===== src/rtl/dac_scaler_pkg.sv =====
// Shared definitions for the DAC code scaler.
//   MODE_W      width of each channel's mode field in the mode bus
//   MODE_SCALED mode value that selects gain/offset scaling
//   state_t     conversion sequencer states
package dac_scaler_pkg;

  localparam int MODE_W = 3;
  localparam logic [MODE_W-1:0] MODE_SCALED = 3'b001;

  typedef enum logic [1:0] {
    IDLE   = 2'd0,
    CALC   = 2'd1,
    FLUSH  = 2'd2,
    COMMIT = 2'd3
  } state_t;

endpackage


===== src/rtl/dac_code_clamp.sv =====
// Converts one signed channel value y into an unsigned DAC code.
//   k = 2^(OUT_W-1) - y at full width, saturated to [0, 2^OUT_W-1],
//   then optionally bit-inverted.
// Ports:
//   y     in   YW      signed channel value (scaled or bypassed sample)
//   inv   in   1       bit-invert the final code
//   k     out  OUT_W   DAC code
//   clip  out  1       saturation limited the code
module dac_code_clamp #(
  parameter int YW    = 34,
  parameter int OUT_W = 12
) (
  input  logic signed [YW-1:0] y,
  input  logic                 inv,
  output logic [OUT_W-1:0]     k,
  output logic                 clip
);

  // One extra bit so that MID - y can never wrap.
  localparam int KW = YW + 1;
  localparam logic signed [KW-1:0] MID  = KW'(2 ** (OUT_W - 1));
  localparam logic signed [KW-1:0] MAXC = KW'(2 ** OUT_W - 1);

  logic signed [KW-1:0] k_full;
  logic [OUT_W-1:0]     k_sat;

  // Full-width code, saturation and optional inversion.
  always_comb begin
    k_full = MID - KW'(y);
    k_sat  = k_full[OUT_W-1:0];
    clip   = 1'b0;
    if (k_full[KW-1]) begin
      k_sat = '0;
      clip  = 1'b1;
    end else if (k_full > MAXC) begin
      k_sat = '1;
      clip  = 1'b1;
    end else begin
      k_sat = k_full[OUT_W-1:0];
      clip  = 1'b0;
    end
    if (inv) begin
      k = ~k_sat;
    end else begin
      k = k_sat;
    end
  end

endmodule


===== src/rtl/dac_code_scaler.sv =====
// N-channel amplitude/offset scaler and signed-to-DAC-code converter.
// A single multiplier is shared across channels: on en the inputs are
// captured into shadow registers, each channel is multiplied in turn, the
// registered product is offset/clamped into a staging register, and all
// channels are committed to dout together with a one-cycle dout_valid.
// Optional feature macro: DAC_CLIP_FLAG_EN adds the sticky clip_flag port.
// Ports:
//   clk        in   1           system clock
//   reset      in   1           asynchronous active-high reset
//   en         in   1           sample strobe (ignored and flagged while busy)
//   run        in   32          bit c = channel c run enable
//   mode       in   32          bits [3c+2:3c] = channel c mode
//   amp        in   NCH*AMP_W   unsigned Q-format amplitudes
//   off        in   NCH*IN_W    signed offsets
//   din        in   NCH*IN_W    signed samples
//   ovr_clr    in   1           clears overrun (and clip_flag)
//   dout       out  NCH*OUT_W   DAC codes
//   dout_valid out  1           one-cycle pulse when dout updates
//   busy       out  1           conversion in progress
//   overrun    out  1           sticky: en arrived while busy
//   clip_flag  out  NCH         (DAC_CLIP_FLAG_EN only) sticky per-channel clip
module dac_code_scaler
  import dac_scaler_pkg::*;
#(
  parameter int             NCH      = 2,
  parameter int             IN_W     = 16,
  parameter int             AMP_W    = 16,
  parameter int             AMP_FRAC = 14,
  parameter int             OUT_W    = 12,
  parameter logic [NCH-1:0] INV_MASK = 2'b10
) (
  input  logic                 clk,
  input  logic                 reset,
  input  logic                 en,
  input  logic [31:0]          run,
  input  logic [31:0]          mode,
  input  logic [NCH*AMP_W-1:0] amp,
  input  logic [NCH*IN_W-1:0]  off,
  input  logic [NCH*IN_W-1:0]  din,
  input  logic                 ovr_clr,
  output logic [NCH*OUT_W-1:0] dout,
  output logic                 dout_valid,
  output logic                 busy,
`ifdef DAC_CLIP_FLAG_EN
  output logic                 overrun,
  output logic [NCH-1:0]       clip_flag
`else
  output logic                 overrun
`endif
);

  localparam int PW    = IN_W + AMP_W + 1;
  localparam int YW    = PW + 1;
  localparam int IDX_W = (NCH > 1) ? $clog2(NCH) : 1;

  localparam logic [OUT_W-1:0] MID_CODE = {1'b1, {(OUT_W-1){1'b0}}};

  function automatic logic [NCH*OUT_W-1:0] reset_dout();
    logic [NCH*OUT_W-1:0] r;
    r = '0;
    for (int c = 0; c < NCH; c++) begin
      r[c*OUT_W +: OUT_W] = INV_MASK[c] ? ~MID_CODE : MID_CODE;
    end
    return r;
  endfunction

  localparam logic [NCH*OUT_W-1:0] DOUT_RST = reset_dout();

  state_t state;
  state_t state_nx;

  logic [IDX_W-1:0]       idx;
  logic [NCH*IN_W-1:0]    din_sh;
  logic [NCH*IN_W-1:0]    off_sh;
  logic [NCH*AMP_W-1:0]   amp_sh;
  logic [NCH-1:0]         scaled_sh;

  logic signed [PW-1:0]   prod;
  logic                   prod_vld;
  logic [IDX_W-1:0]       prod_ch;
  logic [NCH*OUT_W-1:0]   stage;

  logic signed [IN_W-1:0] din_sel;
  logic [AMP_W-1:0]       amp_sel;
  logic signed [PW-1:0]   mult;

  logic signed [IN_W-1:0] pdin;
  logic signed [IN_W-1:0] poff;
  logic                   pscaled;
  logic signed [PW-1:0]   prod_shift;
  logic signed [YW-1:0]   y;
  logic [OUT_W-1:0]       code;
  logic                   clip;
  logic                   accept;
  logic                   drop;

  // Only the low bits of run/mode are meaningful for NCH channels.
  logic unused_ctrl;
  assign unused_ctrl = ^{run, mode};

  assign accept = en && (state == IDLE);
  assign drop   = en && (state != IDLE);

  // Sequencer state register.
  always_ff @(posedge clk or posedge reset) begin
    if (reset) begin
      state <= IDLE;
    end else begin
      state <= state_nx;
    end
  end

  // Sequencer next-state logic.
  always_comb begin
    state_nx = state;
    case (state)
      IDLE: begin
        if (en) begin
          state_nx = CALC;
        end else begin
          state_nx = IDLE;
        end
      end
      CALC: begin
        if (idx == IDX_W'(NCH - 1)) begin
          state_nx = FLUSH;
        end else begin
          state_nx = CALC;
        end
      end
      FLUSH:   state_nx = COMMIT;
      COMMIT:  state_nx = IDLE;
      default: state_nx = IDLE;
    endcase
  end

  // Shared multiplier: channel idx sample times zero-extended amplitude.
  always_comb begin
    din_sel = din_sh[idx*IN_W +: IN_W];
    amp_sel = amp_sh[idx*AMP_W +: AMP_W];
    mult    = PW'(din_sel) * PW'($signed({1'b0, amp_sel}));
  end

  // Offset add (or bypass) for the channel whose product is registered.
  always_comb begin
    pdin       = din_sh[prod_ch*IN_W +: IN_W];
    poff       = off_sh[prod_ch*IN_W +: IN_W];
    pscaled    = scaled_sh[prod_ch];
    prod_shift = prod >>> AMP_FRAC;
    if (pscaled) begin
      y = YW'(prod_shift) + YW'(poff);
    end else begin
      y = YW'(pdin);
    end
  end

  dac_code_clamp #(
    .YW    (YW),
    .OUT_W (OUT_W)
  ) u_clamp (
    .y    (y),
    .inv  (INV_MASK[prod_ch]),
    .k    (code),
    .clip (clip)
  );

  // Input capture into shadow registers; scaling decision is folded in here.
  always_ff @(posedge clk or posedge reset) begin
    if (reset) begin
      din_sh    <= '0;
      off_sh    <= '0;
      amp_sh    <= '0;
      scaled_sh <= '0;
    end else if (accept) begin
      din_sh <= din;
      off_sh <= off;
      amp_sh <= amp;
      for (int c = 0; c < NCH; c++) begin
        scaled_sh[c] <= (mode[c*MODE_W +: MODE_W] == MODE_SCALED) && run[c];
      end
    end
  end

  // Channel index and product pipeline register.
  always_ff @(posedge clk or posedge reset) begin
    if (reset) begin
      idx      <= '0;
      prod     <= '0;
      prod_vld <= 1'b0;
      prod_ch  <= '0;
    end else begin
      if (accept) begin
        idx <= '0;
      end else if (state == CALC) begin
        idx <= idx + IDX_W'(1);
      end
      prod_vld <= (state == CALC);
      if (state == CALC) begin
        prod    <= mult;
        prod_ch <= idx;
      end
    end
  end

  // Staging register collects clamped codes until all channels are ready.
  always_ff @(posedge clk or posedge reset) begin
    if (reset) begin
      stage <= DOUT_RST;
    end else if (prod_vld) begin
      stage[prod_ch*OUT_W +: OUT_W] <= code;
    end
  end

  // Output register, valid strobe and busy flag.
  always_ff @(posedge clk or posedge reset) begin
    if (reset) begin
      dout       <= DOUT_RST;
      dout_valid <= 1'b0;
      busy       <= 1'b0;
    end else begin
      dout_valid <= (state == COMMIT);
      busy       <= (state_nx != IDLE);
      if (state == COMMIT) begin
        dout <= stage;
      end
    end
  end

  // Sticky overrun: a new drop outranks a simultaneous clear.
  always_ff @(posedge clk or posedge reset) begin
    if (reset) begin
      overrun <= 1'b0;
    end else if (drop) begin
      overrun <= 1'b1;
    end else if (ovr_clr) begin
      overrun <= 1'b0;
    end
  end

`ifdef DAC_CLIP_FLAG_EN
  // Sticky per-channel clip flags; a new clip outranks a simultaneous clear.
  always_ff @(posedge clk or posedge reset) begin
    if (reset) begin
      clip_flag <= '0;
    end else begin
      for (int c = 0; c < NCH; c++) begin
        if (prod_vld && clip && (prod_ch == IDX_W'(c))) begin
          clip_flag[c] <= 1'b1;
        end else if (ovr_clr) begin
          clip_flag[c] <= 1'b0;
        end
      end
    end
  end
`else
  logic unused_clip;
  assign unused_clip = clip;
`endif

endmodule


===== config.mk =====
export PLATFORM = sky130hd
export DESIGN_NAME = dac_code_scaler
export DESIGN_NICKNAME = d
export VERILOG_FILES = /design/src/rtl/dac_scaler_pkg.sv /design/src/rtl/dac_code_clamp.sv /design/src/rtl/dac_code_scaler.sv
export SDC_FILE = /design/constraint.sdc
export NUM_CORES = 1
export LEC_CHECK = 0
export ABC_AREA = 1
export BUFFER_PORTS_ARGS = -buffer_cell sky130_fd_sc_hd__buf_4
export CORE_MARGIN = 1
export CORE_UTILIZATION = 50
export CTS_CLUSTER_DIAMETER = 200
export CTS_CLUSTER_SIZE = 25
export DETAILED_ROUTE_END_ITERATION = 8
export GPL_ROUTABILITY_DRIVEN = 0
export PLACE_DENSITY = 0.7
export SYNTH_ARGS = -nofsm -noshare
export SYNTH_HDL_FRONTEND = slang
export SYNTH_SLANG_ARGS = --single-unit

===== constraint.sdc =====
create_clock -name clk -period 7.8 [get_ports clk]
set_input_delay 1.56 -clock clk [delete_from_list [all_inputs] [get_ports clk]]
set_output_delay 1.56 -clock clk [all_outputs]
set_load 0.02 [all_outputs]

-- After elaboration in Yosys (flattened, before gate mapping)
Cells that the tools add are included.
- add/sub/neg operators: 4
- multiply operators: 2
- magnitude comparators: 2
- equal/unequal tests: 5
- shifts and indexed selects: 6
- mux-type cells: 16
- bitwise gates (word level): 1
- reductions and logical operators: 9
- operator list (operator ; number):
    $shiftx A32 B6 Y16 ; 4
    $mux W12 ; 3
    $gt A35 B13 Y1 const B ; 1
    $sub A13 B34 Y35 const A ; 1
    $mux W34 ; 1
    $neg A5 Y34 ; 1
    $shift A12 B34 Y24 const A ; 1
    $shiftx A12 B34 Y24 ; 1
    $mul A16 B17 Y33 ; 1
    $bwmux W24 ; 1
    $add A19 B16 Y20 ; 1
    $not A12 Y12 ; 1
    $mux W1 ; 9
    $pmux W2 S4 ; 1
    $reduce_bool A2 Y1 ; 4
    $eq A3 B1 Y1 const B ; 2
    $eq A2 B2 Y1 const B ; 2
    $logic_and A1 B1 Y1 ; 4
    $mul A1 B2 Y3 const B ; 1
    $eq A2 B1 Y1 const B ; 1
    $logic_not A2 Y1 ; 1
    $lt A1 B2 Y1 const B ; 1
    $mux W2 ; 1
    $add A1 B1 Y1 const B ; 1
- register bits after elaboration: 187
- input bits: 164
- output and inout bits: 27
- logic and storage cells: 59

-- Depth between registers and ports, before layout
- word-level depth: 11
- mapped depth: 35
- gate-level depth less buffers: 30

-- Modules after synthesis
From an unflattened synthesis, not the netlist that was laid out.
- cell total of the unflattened synthesis: 2610
- area, all modules: 18896.9 um2
- by module, submodules not included (module ; instances ; cells each ; area each (um2) ; seq. area each (um2)):
    dac_code_scaler ; 1 ; 2226 ; 17103.9 ; 4359.2
    dac_code_clamp ; 1 ; 384 ; 1793.0 ; 0.0

-- Least setup slack after synthesis
OpenSTA, ideal clock, no wires.
- path type: register -> register
- start: reg idx
- end: reg prod[25]
- library setup time: 0.118 ns
- arrival: 6.423 ns
- required time: 7.682 ns
- setup slack: 1.259 ns
- cell stages (with the launch flop): 28
- path buffers: 3
- period minus slack after synthesis: 6.541 ns
- cell sequence: dfrtp_1 buf_2 clkbuf_1 clkbuf_1 nand2_1 o21ai_1 clkinv_1 nand2_1 fa_1 fa_1 inv_1 fa_1 fa_1 inv_1 fa_1 inv_1 fa_1 ha_1 a21oi_1 inv_1 a31oi_1 o21ai_0 a21oi_1 o21ai_0 a21o_1 or2_2 nand3_1 nand2_1
- word-level cells in the longest chain between the ends: 2
- elaborated cells on any way between the ends: 3
- classes of those cells: 1 x mul; 2 x shift
- ends and longest elaborated chain (item ; line ; source):
    from (decl) ; dac_code_scaler.sv:72 ; logic [IDX_W-1:0] idx;
    from (signal assigned) ; dac_code_scaler.sv:195 ; idx <= idx + IDX_W'(1);
    $shiftx A32 B6 Y16, on equally long branches ; dac_code_scaler.sv:139, dac_code_scaler.sv:140 ;
    $mul A16 B17 Y33 (*) ; dac_code_scaler.sv:141 ; mult = PW'(din_sel) * PW'($signed({1'b0, amp_sel}));
    to (signal assigned) ; dac_code_scaler.sv:199 ; prod <= mult;
    to (decl) ; dac_code_scaler.sv:78 ; logic signed [PW-1:0] prod;
Mark *: on every way between the ends. The rest lies on a longest branch, timed or not.
A chain may end at the register's enable or synchronous reset.

-- Final worst setup path
- start: reg idx
- end: reg prod[29]
The elaborated chain is that of the path after synthesis.

==> metrics.yaml <==
outcome: "completed"
met3_usage_pct: 4.535
synth_top_area_cell: "fa_1"
synth-simple-area-share_pct: 24.26
nets: 3022
grt_pass1_vias: 15770
grt_usage_pct: 28.14
worstSetupPathType: "reg2reg"
core_area_um2: 34880
place_area_um2: 19680
synth-xor-area-share_pct: 0.5383
clockBufferDepth: 2
viasPerCell: 5.340
start_util_pct: 51.31
yosys-top-cells-count: "nand2_1 (724), inv_1 (448), fa_1 (194)"
route.detailed.drc: 0
synthMuxAreaShare_pct: 0
grt_pass1_wl_um: 80170
synth_top_area_share_pct: 21.70
fin_setup_tns_ns: 0
end_kind: "flop"
met2_usage_pct: 43.27
fp.dieH_um: 191.2
antenna_found_initial: 0
grtUsageMet1_pct: 40.22
startpoint_type: "flop"
setup-violations-final: 0
die_x_um: 191.2
cts_setup_buffers: 0
finalWorstSetupSlack_ns: 0.5464
cts_tree: "done"
synth-edff-count: 0
yosysSeqAreaShare_pct: 24.36
port_buffers: 134
rsz0062_at_grt: "false"
fp.dieArea_um2: 36560
row_count: 68
cts_resized: 0
crit_arrival_ns: 7.57
grt-ovfl-total: 0
nFillCells: 3236
hold_buffers: 0
cp_top_family: "adder cells"
synth.area.top_cells: "fa_1 (22%), dfrtp_1 (21%), nand2_1 (15%)"
cts_buffers: 17
fin_crit_sh_pct: 92.99
synth_cell_types: 46
grt_max_degree: 94
ys.warnings.count: 0
routed_wl_um: 48850
worst-path-buf-inv: 8
postSynth.asyncResetShare_pct: 100.0
synthToLayoutAreaGrowth_pct: 13.41
cpPeakStageDelay_ns: 0.56
worstMarginPinSlew_ns: 0.9644
grt_busiest_layer: "met2"
design_area_um2: 20300
yosysMostFrequentCell: "nand2_1"
final_cells: 2989
min_period_ns: 7.254
place_hpwl_um: 39180
synth_cells: 2374
synth-main-ff-cell: "dfrtp_1"
postRouteAntennaNets: 0
hold_path_class: "reg2reg"
antennaDiodeCount: 0
wl_per_cell_um: 16.34
synth-adder-area-share_pct: 31.70
clock_skew_ns: 0.01563
maxSlewViolCount: 0
synth_top_family_by_area: "adder cells"
ioPinCount: 191
syn-num-nets: 2875
path_clk_slew_ns: 0.08
drive_gt1_share_pct: 11.96
finalHoldViolCount: 0
pre_cts_slack_ns: 0.6570
slew-limit-headroom_pct: 35.02
crit_top_cell: "inv_1"
avgSynthCellArea_um2: 7.539
clock_latency_ns: 0.45
slowest_stage: "fa_1"
synth_compound_area_share_pct: 7.774
max_cap_viol_count: 0
crit_required_ns: 8.11
cp_max_fo: 10
cts-root-buf: "clkbuf_16"
ys_ff_latch: 173
num_vias: 15960
clock-sinks: 173
clock.fmax_mhz: 137.9
dr.pass1.iters: 6
rrSetupSlack_ns: 0.55
htreeDepth: 4
drt_iter0_drc: 1194
dp.cells: 2957
netlist_area_um2: 17900
per-layer routing:
layer	share of wire, %	vias to the layer above	wire length (um)
met4	3.2	0	1581
met1	45	7691	21740
li1	-	7516	-
met5	0	-	0
met2	44	655	21660
met3	7.9	100	3860
placed cells by master, fill, tap and decap left out, types with 7 or more instances in the layout:
cell type,Yosys,final
clkinv_1,10,9
nand3_1,82,82
ha_1,143,143
buf_4,1,197
or2_2,18,18
xnor2_1,7,7
nor2_1,181,181
fa_1,194,194
nand2_2,8,9
nand3b_1,8,8
dfrtp_1,149,147
clkbuf_16,0,17
o21ai_0,141,140
nand4_1,21,21
a21oi_1,66,66
dfstp_2,24,24
a31oi_1,11,11
nand2_1,724,723
inv_1,448,447
o21ai_1,18,19
path summary, 6_finish.rpt:
path / from / to / cells past startpoint
max in group asynchronous: reset / prod_ch / 3
worst min-delay path: stage[11] / dout[11] / 2
worst max-delay path: idx / prod[29] / 27
worst max register to register: idx / prod[29] / 27
min in group asynchronous: reset / dout[5] / 2
worst min register to register: stage[11] / dout[11] / 2
kinds of logic (layout without fill, tap and decap cells):
group | after synthesis | count (layout)
and+or+nand+nor | 1062 | 1062
buffers and inverters | 531 | 691
adders and majority gates | 337 | 337
AOI/OAI and AO/OA | 260 | 260
DFF | 173 | 173
xor gates and xnor gates | 11 | 11
area by class of cell:
class	instances	area, um^2	area share, %
Inverter	461	1740	8.575
Sequential cell	173	4362	21.49
Tap cell	455	569.3	2.805
Clock inverter	15	196.4	0.9678
Multi-Input combinational cell	1670	11500	56.68
Timing Repair Buffer	198	1499	7.385
Clock buffer	17	425.4	2.096
sequential cells by signal, summed over array words and instances (netlist names):
signal / flops
din_sh: 32
dout_valid: 1
overrun: 1
prod_vld: 1
scaled_sh: 2
stage: 24
state: 2
off_sh: 32
busy: 1
idx: 1
prod: 19
dout: 24
prod_ch: 1
amp_sh: 32
metrics by stage:
step	hold slack (ns)	util, %
3_5_place_dp	0.4543	56.40
5_1_grt	0.4892	58.19
4_1_cts	0.4672	58.19
3_3_place_gp	0.4561	56.40
6_report	0.4638	58.19
2_1_floorplan	0.4414	-
worst register-to-register path: cells and delay by family, from the launching register on:
family	cells	cell delay, ns
adder cells (fa/ha/maj)	7	3.54
AND/OR/NAND/NOR	8	1.10
buffers and inverters	8	1.09
AO/OA/AOI/OAI	4	0.96
flip-flops	1	0.43
Power is left out: the tool's default activity adds up to more than one toggle a clock period on the data nets, which glitch-free logic cannot reach.
